`src/rtl/queue_ctrl_1r_1w_pkg.sv`:
```
// Shared helpers for the 1R/1W queue sequencer.
// Pointer wrap at SIZE-1 and occupancy width (BITS+1).
package queue_ctrl_1r_1w_pkg;

  localparam int unsigned CNT_EXTRA = 1;

  function automatic int unsigned cnt_width(
    input int unsigned bits
  );
    return bits + CNT_EXTRA;
  endfunction

  // Wrap at SIZE-1 so non-power-of-two depths never reach spare codes
  function automatic int unsigned ptr_inc(
    input int unsigned ptr,
    input int unsigned size
  );
    int unsigned nxt;
    nxt = ptr + 1;
    if (ptr == size - 1) begin
      nxt = 0;
    end
    return nxt;
  endfunction

endpackage

```
`src/rtl/queue_ptr_ctr.sv`:
```
// Wrapping BITS-wide pointer for the queue sequencer.
// Clear has priority over increment.
module queue_ptr_ctr
  import queue_ctrl_1r_1w_pkg::*;
#(
  parameter int unsigned BITS = 2,
  parameter int unsigned SIZE = 4
) (
  input  logic            clk,
  input  logic            rst,
  input  logic            clr,
  input  logic            inc,
  output logic [BITS-1:0] ptr
);

  logic [BITS-1:0] ptr_nxt;
  logic [BITS-1:0] ptr_wrap;

  assign ptr_wrap =
    BITS'(ptr_inc(32'(ptr), SIZE));

  always_comb begin
    ptr_nxt = ptr;
    if (clr) begin
      ptr_nxt = '0;
    end else if (inc) begin
      ptr_nxt = ptr_wrap;
    end
  end

  always_ff @(posedge clk or negedge rst) begin
    if (!rst) begin
      ptr <= '0;
    end else begin
      ptr <= ptr_nxt;
    end
  end

endmodule

```
`src/rtl/queue_ctrl_1r_1w.sv`:
```
// Head/tail/occupancy sequencer for an external 1R/1W register-file queue.
// Define QUEUE_CTRL_AFULL_EN to add the out_afull port.
module queue_ctrl_1r_1w
  import queue_ctrl_1r_1w_pkg::*;
#(
  parameter int unsigned BITS         = 2,
  parameter int unsigned SIZE         = 4,
  parameter int unsigned AFULL_THRESH = 3,
  localparam int unsigned CW = cnt_width(BITS)
) (
  input  logic            clk,
  input  logic            rst,
  input  logic            in_flush,
  input  logic            in_push_valid,
  output logic            out_push_ready,
  output logic            out_pop_valid,
  input  logic            in_pop_ready,
  output logic            out_wr_en,
  output logic [BITS-1:0] out_wr_addr,
  output logic [BITS-1:0] out_rd_addr,
  output logic [CW-1:0]   out_count,
  output logic            out_full,
`ifdef QUEUE_CTRL_AFULL_EN
  output logic            out_afull,
`endif
  output logic            out_empty
);

  if (SIZE < 2 || SIZE > (1 << BITS))
  begin : g_bad_size
    $error("queue_ctrl_1r_1w: bad SIZE");
  end

  if (AFULL_THRESH < 1 || AFULL_THRESH > SIZE)
  begin : g_bad_thresh
    $error("queue_ctrl_1r_1w: bad AFULL_THRESH");
  end

  logic [BITS-1:0] head;
  logic [BITS-1:0] tail;
  logic [CW-1:0]   count;
  logic [CW-1:0]   count_nxt;
  logic            push_fire;
  logic            pop_fire;

  assign out_full  = (count == CW'(SIZE));
  assign out_empty = (count == '0);

  assign out_push_ready = !out_full;
  assign out_pop_valid  = !out_empty;

  assign push_fire =
    in_push_valid & out_push_ready & !in_flush;
  assign pop_fire =
    out_pop_valid & in_pop_ready & !in_flush;

  assign out_wr_en   = push_fire;
  assign out_wr_addr = tail;
  assign out_rd_addr = head;
  assign out_count   = count;

`ifdef QUEUE_CTRL_AFULL_EN
  assign out_afull = (count >= CW'(AFULL_THRESH));
`endif

  queue_ptr_ctr #(
    .BITS (BITS),
    .SIZE (SIZE)
  ) u_head (
    .clk (clk),
    .rst (rst),
    .clr (in_flush),
    .inc (pop_fire),
    .ptr (head)
  );

  queue_ptr_ctr #(
    .BITS (BITS),
    .SIZE (SIZE)
  ) u_tail (
    .clk (clk),
    .rst (rst),
    .clr (in_flush),
    .inc (push_fire),
    .ptr (tail)
  );

  // Fires are already masked by flush, so arms stay exclusive
  always_comb begin
    count_nxt = count;
    unique case (1'b1)
      in_flush:
        count_nxt = '0;
      push_fire && !pop_fire:
        count_nxt = count + 1'b1;
      pop_fire && !push_fire:
        count_nxt = count - 1'b1;
      default: ;
    endcase
  end

  always_ff @(posedge clk or negedge rst) begin
    if (!rst) begin
      count <= '0;
    end else begin
      count <= count_nxt;
    end
  end

endmodule
```
`config.mk`:
```
export PLATFORM = sky130hd
export DESIGN_NAME = queue_ctrl_1r_1w
export DESIGN_NICKNAME = d
export VERILOG_FILES = /design/src/rtl/queue_ctrl_1r_1w_pkg.sv /design/src/rtl/queue_ptr_ctr.sv /design/src/rtl/queue_ctrl_1r_1w.sv
export SDC_FILE = /design/constraint.sdc
export NUM_CORES = 1
export LEC_CHECK = 0
export BUFFER_PORTS_ARGS = -buffer_cell sky130_fd_sc_hd__buf_2
export CAP_MARGIN = 40
export CORE_AREA = 5 5 42 44
export CTS_CLUSTER_SIZE = 24
export DETAILED_ROUTE_END_ITERATION = 10
export DIE_AREA = 0 0 47 49
export SLEW_MARGIN = 5
export SYNTH_ARGS = -nofsm -noshare
export SYNTH_HDL_FRONTEND = slang
export SYNTH_SLANG_ARGS = --single-unit
```
`constraint.sdc`:
```
create_clock -name clk -period 2.04 [get_ports clk]
set_input_delay 0.408 -clock clk [delete_from_list [all_inputs] [get_ports clk]]
set_output_delay 0.408 -clock clk [all_outputs]
set_load 0.05 [all_outputs]
```
==> summary.txt, run 1 <==
Post-Syn Area per Cell - 9.775 um^2
Slew @ Worst Pin - 0.2532 ns
setup TNS - 0 ns
Worst R2R Path Depth - 8
f_max - 500.7 MHz
nets - 87
Final min period - 1.997 ns
post-synthesis instance area - 469.2 um^2
Worst R2R End - out_count[2]
Final Power - 1.227 mW
Max Slew Vio Count - 0
r2r setup slk - 0.04 ns
full die area - 2303 um^2
Max Cap Violations - 0
xor/xnor cell area share of the yosys netlist - 0.01867
die width - 47 um
Async S/R FF share, synth - 1.000
PortBufs - 16
post-synthesis sequential area ratio - 0.3733
RSZ-0062 raised after global routing - true
DP Wirelength - 850.3 um
Req. time, crit path - 2.17 ns
first-pass GRT wire length - 1731 um
WS Path Type - flip-flop to flip-flop
postcts setup bufs - 0
die height - 49 um
Num CTS Buffers - 3
final core occ - 0.5000
main combinational cell family by area after synthesis - simple AND/OR/NAND/NOR gates
share of cells above drive strength 1 - 0.5584
Clock Tree Buf Depth - 2
hold wc startpoint - in_flush
Hold Path Class - input port to flip-flop
Synth Register Bits - 7
CTS root buffer - clkbuf_4
Synth Area in Simple Gates - 0.2667
Setup violations, final - 0
Hold Crit Depth - 2
synth-to-layout area growth - 49.33%
CP Capture Type - flip-flop
final wirelength - 979 um
Pwr Density - 1752 nW/um^2
1st-iter DRT viols - 5
Synth cell types - 25
Slowest cell on crit path - dfrtp_2
Fillers - 148
most frequent cells in the layout - 15 x buf_2, 10 x buf_4, 5 x nor2_1
worst-path fanout max - 3
Yosys warnings - 0
startpoint types - flip-flop
final hold violations - 0
DRC - 0
Clock Sinks - 7
CP arrival - 2.13 ns
Critical Path Max Stage Delay - 0.41 ns
prevailing post-synth register cell - dfrtp_1
routability cong. - 0.6902
# H-tree levels - 1
largest cells by area after synthesis - dfrtp_1 37%, ha_1 8.0%, nor2_1 4.8%, fa_1 4.3%, nand2b_1 4.0%
DR vias/cell - 4.656
global route total overflow - 0
leading area contributor after synthesis - dfrtp_1
total track usage - 0.1015
IO Pins - 17
post-synth top area share - 0.3733
Max VDD drop - 0.6004 mV
compound-gate portion of the synthesized area - 0.1013
mux share of post-synthesis cell area - 0.07733
most common cell after layout, fill and taps aside - buf_2
hold path endpoint - u_head.ptr[0]
Leakage Power - 0.3758 nW
footprint of the multi-input gates - 300.3 um^2
Final period util - 0.9789
Starting Density - 0.3348
Placed Cells - 88
outcome - completed
via count - 433
vias in the first global route - 447
syn_nets - 57
clock skew - 0.0002261 ns
initial antenna violation count - 0
Row Count - 14
Wirelength per Cell - 10.53 um
critical-path cell list - or3b_4 > nand2_4 > or2_4 > ha_4 > fa_2 > xor2_1 > a21oi_1 > a22o_2
RR Startpoint - out_count[2]
1st-pass router iterations - 2
Routed Antenna Nets - 0
fin cells - 93
Slew Limit Headroom - 0.8302
number of flops mapped to enable cells by yosys - 0
Clock Latency Late Sink - 0.24 ns
Reg area - 178.9 um^2
TritonCTS clock tree - built
Clk pin slew, worst setup/hold paths - 0.05 ns
post-synthesis adder-cell area fraction - 0.1227
largest net degree at the start of global routing - 8
Cells after Synth - 48
core footprint - 1401 um^2
# diodes - 0
[cell families (layout without fill, tap and decap cells)]
logic type,Yosys count,in the layout
buf+inv,5,34
flops,7,7
simple gates,21,21
compound gates,7,7
fa+ha+maj,4,4
xor+xnor,1,1
mux,3,3
[cells in the mapped netlist (all sizes together) (2+ instances only)]
cell	instances
dfrtp	7
nor2	6
inv	4
ha	3
nand2	3
nand2b	3
a21oi	2
mux2	2
nor2b	2
nor3	2
or3	2
[how the worst max path moves through the flow]
| stage | startpoint | cells past startpoint | end | slack (ns) |
|---|---|---|---|---|
| floorplan | out_count[2] | 8 | out_count[2] | -0.27 |
| global route | out_count[2] | 8 | out_count[2] | -0.06 |
| finish | out_count[2] | 8 | out_count[2] | 0.04 |
| CTS | out_count[2] | 4 | out_empty | 0.04 |
| detailed placement | out_count[2] | 8 | out_count[2] | 0.05 |
| global placement | out_count[2] | 8 | out_count[2] | 0.05 |
[critical path, delay by kind of cell, from the launching register on]
kind	cells	cell delay, ns
flops	1	0.41
xor+xnor	1	0.13
simple gates	3	0.54
fa+ha+maj	2	0.51
compound gates	2	0.30
[registers in the layout, indices dropped and copies added (netlist names)]
name        flops
u_head.ptr      2
out_count       3
u_tail.ptr      2
[through the flow]
stage | setup slack, ns | area (um^2) | hold slack [ns]
6_report | 0.04299 | 700.7 | 0.4215
5_1_grt | -0.05709 | 700.7 | 0.4240
4_1_cts | 0.03727 | 693.2 | 0.4236
3_5_place_dp | 0.05132 | 656.9 | 0.2492
3_3_place_gp | 0.05439 | 656.9 | 0.2499
2_1_floorplan | -0.2747 | 493.0 | 0.1124
[metal layers]
layer	track usage	part of all wire	up-vias	wire (um)
met5	0	0	-	0
met4	0.06912	0	0	0
met3	0.01107	0.025	0	24
met2	0.1719	0.57	5	556
met1	0.1104	0.41	207	398
li1	-	-	221	-
[repair_timing]
| item | in CTS | in global routing |
|---|---|---|
| endpoints found under the setup margin | 0 | 2 |
| hold buffers | 1 | 0 |
| gates resized for setup | 0 | 3 |
| hold endpoints to repair | 7 | 0 |
[power by group]
part	leakage, nW	switching [mW]	internal (mW)
registers	0.0899	0.0431	0.190
logic	0.271	0.576	0.298
clock network	0.0150	0.0464	0.0743
total	0.376	0.665	0.562
[area by class of cell]
cell class / count / share of cell area
clock buffers: 4 / 0.03750
repair buffers: 26 / 0.2286
flip-flops and latches: 7 / 0.2554
multi-input cells: 36 / 0.4286
inverters: 4 / 0.02143
well taps: 16 / 0.02857
No activity file was read; power rests on OpenSTA's default activity.
==> inputs of run 2 (changes only) <==
--- a/config.mk
+++ b/config.mk
@@ -11,6 +11,7 @@
 export CTS_CLUSTER_SIZE = 24
 export DETAILED_ROUTE_END_ITERATION = 10
 export DIE_AREA = 0 0 47 49
+export REMOVE_ABC_BUFFERS = 1
 export SLEW_MARGIN = 5
 export SYNTH_ARGS = -nofsm -noshare
 export SYNTH_HDL_FRONTEND = slang
==> summary.txt, run 2 (synthesis gave the netlist of run 1 again) <==
outcome - completed (unchanged)
Reg power frac - 0.180 (was 0.190)
RSZ-0062 raised after global routing - true (unchanged)
PortBufs - 16 (unchanged)
Row Count - 14 (unchanged)
met3 wire len - 102 um (was 24 um)
DR vias/cell - 4.521 (was 4.656)
clock skew - 0.005438 ns (was 0.0002261 ns)
synth-to-layout area growth - 53.87% (was 49.33%)
nets - 90 (was 87)
share of cells above drive strength 1 - 0.5375 (was 0.5584)
Clock Sinks - 7 (unchanged)
1st-pass router iterations - 4 (was 2)
Comb power frac - 0.717 (was 0.712)
Slowest cell on crit path - dfrtp_1 (was dfrtp_2)
CP Buf/Inv Count - 0 (unchanged)
1st-iter DRT viols - 3 (was 5)
fin cells - 96 (was 93)
M1 WL - 451 um (was 398 um)
first-pass GRT wire length - 1800 um (was 1731 um)
Critical Path Max Stage Delay - 0.39 ns (was 0.41 ns)
Met2 Wirelength - 464 um (was 556 um)
Num CTS Buffers - 3 (unchanged)
Max VDD drop - 0.5981 mV (was 0.6004 mV)
DRC - 0 (unchanged)
Slew Limit Headroom - 0.8169 (was 0.8302)
most common cell after layout, fill and taps aside - buf_2 (unchanged)
die width - 47 um (unchanged)
Wirelength per Cell - 10.60 um (was 10.53 um)
WS Path Type - flip-flop to flip-flop (unchanged)
Setup violations, final - 0 (unchanged)
Fillers - 133 (was 148)
IO Pins - 17 (unchanged)
Slew @ Worst Pin - 0.2730 ns (was 0.2532 ns)
final wirelength - 1018 um (was 979 um)
clock network power share - 0.103 (was 0.098)
Hold Path Class - input port to flip-flop (unchanged)
Sw Pwr - 0.6790 mW (was 0.6650 mW)
Pwr Density - 1735 nW/um^2 (was 1752 nW/um^2)
die height - 49 um (unchanged)
worst-path fanout max - 3 (unchanged)
Leakage Power - 0.3967 nW (was 0.3758 nW)
# H-tree levels - 1 (unchanged)
Req. time, crit path - 2.18 ns (was 2.17 ns)
CTS root buffer - clkbuf_4 (unchanged)
Final min period - 2.006 ns (was 1.997 ns)
startpoint types - flip-flop (unchanged)
TritonCTS clock tree - built (unchanged)
critical-path cell list - or3b_4 > nand2_4 > or2_4 > ha_4 > fa_2 > xor2_1 > a21oi_1 > a22o_2 (unchanged)
setup TNS - 0 ns (unchanged)
# diodes - 0 (unchanged)
Clock Latency Late Sink - 0.25 ns (was 0.24 ns)
most frequent cells in the layout - 15 x buf_2, 12 x buf_4, 7 x dfrtp_1 (was 15 x buf_2, 10 x buf_4, 5 x nor2_1)
total track usage - 0.1071 (was 0.1015)
Net Sw Frac - 0.5423 (was 0.5418)
via count - 434 (was 433)
Clock Tree Buf Depth - 2 (unchanged)
CP arrival - 2.15 ns (was 2.13 ns)
DP Wirelength - 859.4 um (was 850.3 um)
initial antenna violation count - 0 (unchanged)
Max Cap Violations - 0 (unchanged)
Placed Cells - 90 (was 88)
global route total overflow - 0 (unchanged)
Final period util - 0.9834 (was 0.9789)
largest net degree at the start of global routing - 11 (was 8)
Starting Density - 0.3348 (unchanged)
DR top layer - met3 (unchanged)
core footprint - 1401 um^2 (unchanged)
internal power - 0.5732 mW (was 0.5624 mW)
Clk pin slew, worst setup/hold paths - 0.06 ns (was 0.05 ns)
CP top delay family - simple AND/OR/NAND/NOR gates (unchanged)
routability cong. - 0.7132 (was 0.6902)
f_max - 498.5 MHz (was 500.7 MHz)
Routed Antenna Nets - 0 (unchanged)
final hold violations - 0 (unchanged)
Max Slew Vio Count - 0 (unchanged)
max FFs per register - 3 (unchanged)
full die area - 2303 um^2 (unchanged)
vias in the first global route - 432 (was 447)
CP Capture Type - flip-flop (unchanged)
run 2: layout make-up:
type | instances | area, um^2 | area share
tap | 16 | 20.02 | 0.02773
inverter | 4 | 15.01 | 0.02080
timing repair buffer | 29 | 182.7 | 0.2530
sequential | 7 | 175.2 | 0.2426
multi-input combinational | 36 | 302.8 | 0.4194
clock buffer | 4 | 26.28 | 0.03640
run 2: metal layers:
metal / up-vias / GRT usage
met4: 0 / 0.01382
li1: 224 / -
met1: 195 / 0.1326
met3: 0 / 0.05535
met5: - / 0
met2: 15 / 0.1674
run 2: worst min-delay path, stage by stage:
cell     delay, ns
buf_2         0.09
buf_4         0.16
a21oi_1       0.05
run 2: repair_timing:
action / 4_1_cts / 5_1_grt
resized for setup: 5 / 2
hold endpoints to repair: 7 / 0
hold buffers: 1 / 0
setup buffers: 1 / 0
setup endpoints to repair: 1 / 3
pin swaps: 6 / 2
run 2: stage by stage:
step | instance area (um^2) | power [mW] | utilization | hold slack [ns] | setup slack, ns
2_1_floorplan | 465.4 | 0.8313 | - | 0.1124 | -0.6175
3_5_place_dp | 648.1 | 1.090 | 0.4625 | 0.2538 | -0.1516
5_1_grt | 721.9 | 1.341 | 0.5152 | 0.5241 | -0.05747
6_report | 721.9 | 1.252 | 0.5152 | 0.4994 | 0.03391
3_3_place_gp | 648.1 | 1.070 | 0.4625 | 0.2472 | -0.1010
4_1_cts | 714.4 | 1.252 | 0.5098 | 0.5003 | -0.02801
run 2: power by group through the flow:
stage               combinational (mW)  sequential (mW)  clock (mW)
detailed placement               0.866            0.224           0
finish                           0.898            0.225       0.129
floorplan                        0.429            0.402           0
CTS                              0.894            0.226       0.131
global route                     0.968            0.232       0.140
global placement                 0.848            0.222           0
run 2: final timing paths:
| path | endpoint | slack, ns | start | cells past startpoint |
|---|---|---|---|---|
| setup / recovery | out_count[2] | 0.03 | out_count[2] | 8 |
| hold / removal | u_head.ptr[0] | 0.50 | in_flush | 3 |
| setup reg to reg | out_count[2] | 0.03 | out_count[2] | 8 |
| hold reg to reg | u_head.ptr[0] | 0.57 | u_head.ptr[0] | 2 |
| max in group asynchronous | u_head.ptr[1] | 1.36 | rst | 2 |
| min in group asynchronous | out_count[0] | 0.51 | rst | 2 |
==> inputs of run 3 (changes only) <==
--- a/config.mk
+++ b/config.mk
@@ -5,12 +5,12 @@
 export SDC_FILE = /design/constraint.sdc
 export NUM_CORES = 1
 export LEC_CHECK = 0
-export BUFFER_PORTS_ARGS = -buffer_cell sky130_fd_sc_hd__buf_2
 export CAP_MARGIN = 40
 export CORE_AREA = 5 5 42 44
 export CTS_CLUSTER_SIZE = 24
 export DETAILED_ROUTE_END_ITERATION = 10
 export DIE_AREA = 0 0 47 49
+export DONT_BUFFER_PORTS = 1
 export REMOVE_ABC_BUFFERS = 1
 export SLEW_MARGIN = 5
 export SYNTH_ARGS = -nofsm -noshare
==> summary.txt, run 3 (synthesis gave the netlist of run 1 again) <==
outcome - completed (unchanged)
initial antenna violation count - 0 (unchanged)
TritonCTS clock tree - built (unchanged)
max FFs per register - 3 (unchanged)
die width - 47 um (unchanged)
total track usage - 0.1121 (was 0.1071)
Row Count - 14 (unchanged)
startpoint types - flip-flop (unchanged)
routability cong. - 0.7115 (was 0.7132)
final hold violations - 0 (unchanged)
clock skew - 0.001188 ns (was 0.005438 ns)
Wirelength per Cell - 12.40 um (was 10.60 um)
share of cells above drive strength 1 - 0.4478 (was 0.5375)
PortBufs - 0 (was 16)
first-pass GRT wire length - 1821 um (was 1800 um)
Num CTS Buffers - 3 (unchanged)
CTS root buffer - clkbuf_4 (unchanged)
largest net degree at the start of global routing - 12 (was 11)
via count - 395 (was 434)
Routed Antenna Nets - 0 (unchanged)
most common cell after layout, fill and taps aside - buf_4 (was buf_2)
RSZ-0062 raised after global routing - true (unchanged)
DR vias/cell - 4.759 (was 4.521)
# H-tree levels - 1 (unchanged)
die height - 49 um (unchanged)
core footprint - 1401 um^2 (unchanged)
worst-path fanout max - 3 (unchanged)
Setup WS post-layout - 0.02946 ns (was 0.03391 ns)
Final Cell Area - 681.9 um^2 (was 721.9 um^2)
Starting Density - 0.3348 (unchanged)
Final period util - 0.9856 (was 0.9834)
Clk pin slew, worst setup/hold paths - 0.05 ns (was 0.06 ns)
1st-pass router iterations - 3 (was 4)
Req. time, crit path - 2.17 ns (was 2.18 ns)
Setup violations, final - 0 (unchanged)
CP Capture Type - flip-flop (unchanged)
CP arrival - 2.15 ns (about the same)
Final min period - 2.011 ns (was 2.006 ns)
Slew Limit Headroom - 0.6379 (was 0.8169)
WS Path Type - flip-flop to flip-flop (unchanged)
Clock Sinks - 7 (unchanged)
IO Pins - 17 (unchanged)
Clock Tree Buf Depth - 2 (unchanged)
final wirelength - 1029 um (was 1018 um)
# diodes - 0 (unchanged)
f_max - 497.4 MHz (was 498.5 MHz)
DRC - 0 (unchanged)
1st-iter DRT viols - 2 (was 3)
setup TNS - 0 ns (unchanged)
Setup WS pre-CTS - -0.1172 ns (was -0.1516 ns)
Max Slew Vio Count - 0 (unchanged)
Hold Path Class - input port to flip-flop (unchanged)
Max Cap Violations - 0 (unchanged)
post-place instance area - 623.1 um^2 (was 648.1 um^2)
Slew @ Worst Pin - 0.5432 ns (was 0.2730 ns)
global route total overflow - 0 (unchanged)
nets - 77 (was 90)
most frequent cells in the layout - 13 x buf_4, 7 x dfrtp_1, 6 x nor2_1 (was 15 x buf_2, 12 x buf_4, 7 x dfrtp_1)
synth-to-layout area growth - 45.33% (was 53.87%)
full die area - 2303 um^2 (unchanged)
DP Wirelength - 839.5 um (was 859.4 um)
vias in the first global route - 415 (was 432)
Clock Latency Late Sink - 0.25 ns (about the same)
[run 3: final timing paths]
check                                   start  slack [ns]  cells past startpoint       endpoint
worst max-delay path             out_count[2]        0.03                      8   out_count[2]
worst min-delay path                 in_flush        0.22                      1  u_head.ptr[0]
worst max register to register   out_count[2]        0.03                      8   out_count[2]
worst min register to register  u_head.ptr[0]        0.57                      2  u_head.ptr[0]
max in group asynchronous                 rst        1.28                      1  u_tail.ptr[1]
min in group asynchronous                 rst        0.50                      1  u_head.ptr[0]
[run 3: layout make-up]
cell class / instances / area [um^2]
multi-input cells: 36 / 297.8
well taps: 16 / 20.02
inverters: 4 / 15.01
repair buffers: 16 / 147.6
fillers: 140 / 719.4
flip-flops and latches: 7 / 175.2
clock buffers: 4 / 26.28
[run 3: metal layers]
metal  routed length (um)  global-route usage  vias to the layer above
li1                     -                   -                      205
met1                  467              0.1303                      178
met2                  463              0.1471                       12
met3                   98             0.07749                        0
met4                    0             0.06452                        0
met5                    0                   0                        -
[run 3: metrics by stage]
stage / instances / hold slack, ns / utilization
5_1_grt: 83 / 0.1842 / 0.4866
3_5_place_dp: 78 / 0.1127 / 0.4446
3_3_place_gp: 78 / 0.1126 / 0.4446
4_1_cts: 83 / 0.2087 / 0.4830
6_report: 83 / 0.2165 / 0.4866
2_1_floorplan: 47 / 0.1124 / -
[run 3: critical path, cell delays in order, from the launching register on]
cell and delay [ns]:
dfrtp_1 0.39, or3b_4 0.26, nand2_4 0.05, or2_4 0.24
ha_4 0.17, fa_2 0.35, xor2_1 0.14, a21oi_1 0.09
a22o_2 0.21
[run 3: repair_timing]
action | 4_1_cts | 5_1_grt
hold endpoints to repair | 7 | 0
gates resized for setup | 4 | 2
hold buffers | 1 | 0
endpoints found under the setup margin | 1 | 3
buffers inserted | 0 | 0
pin swaps | 4 | 3
Power of run 3 is left out: the tool's default activity adds up to more than one toggle a clock period on the data nets, which glitch-free logic cannot reach.
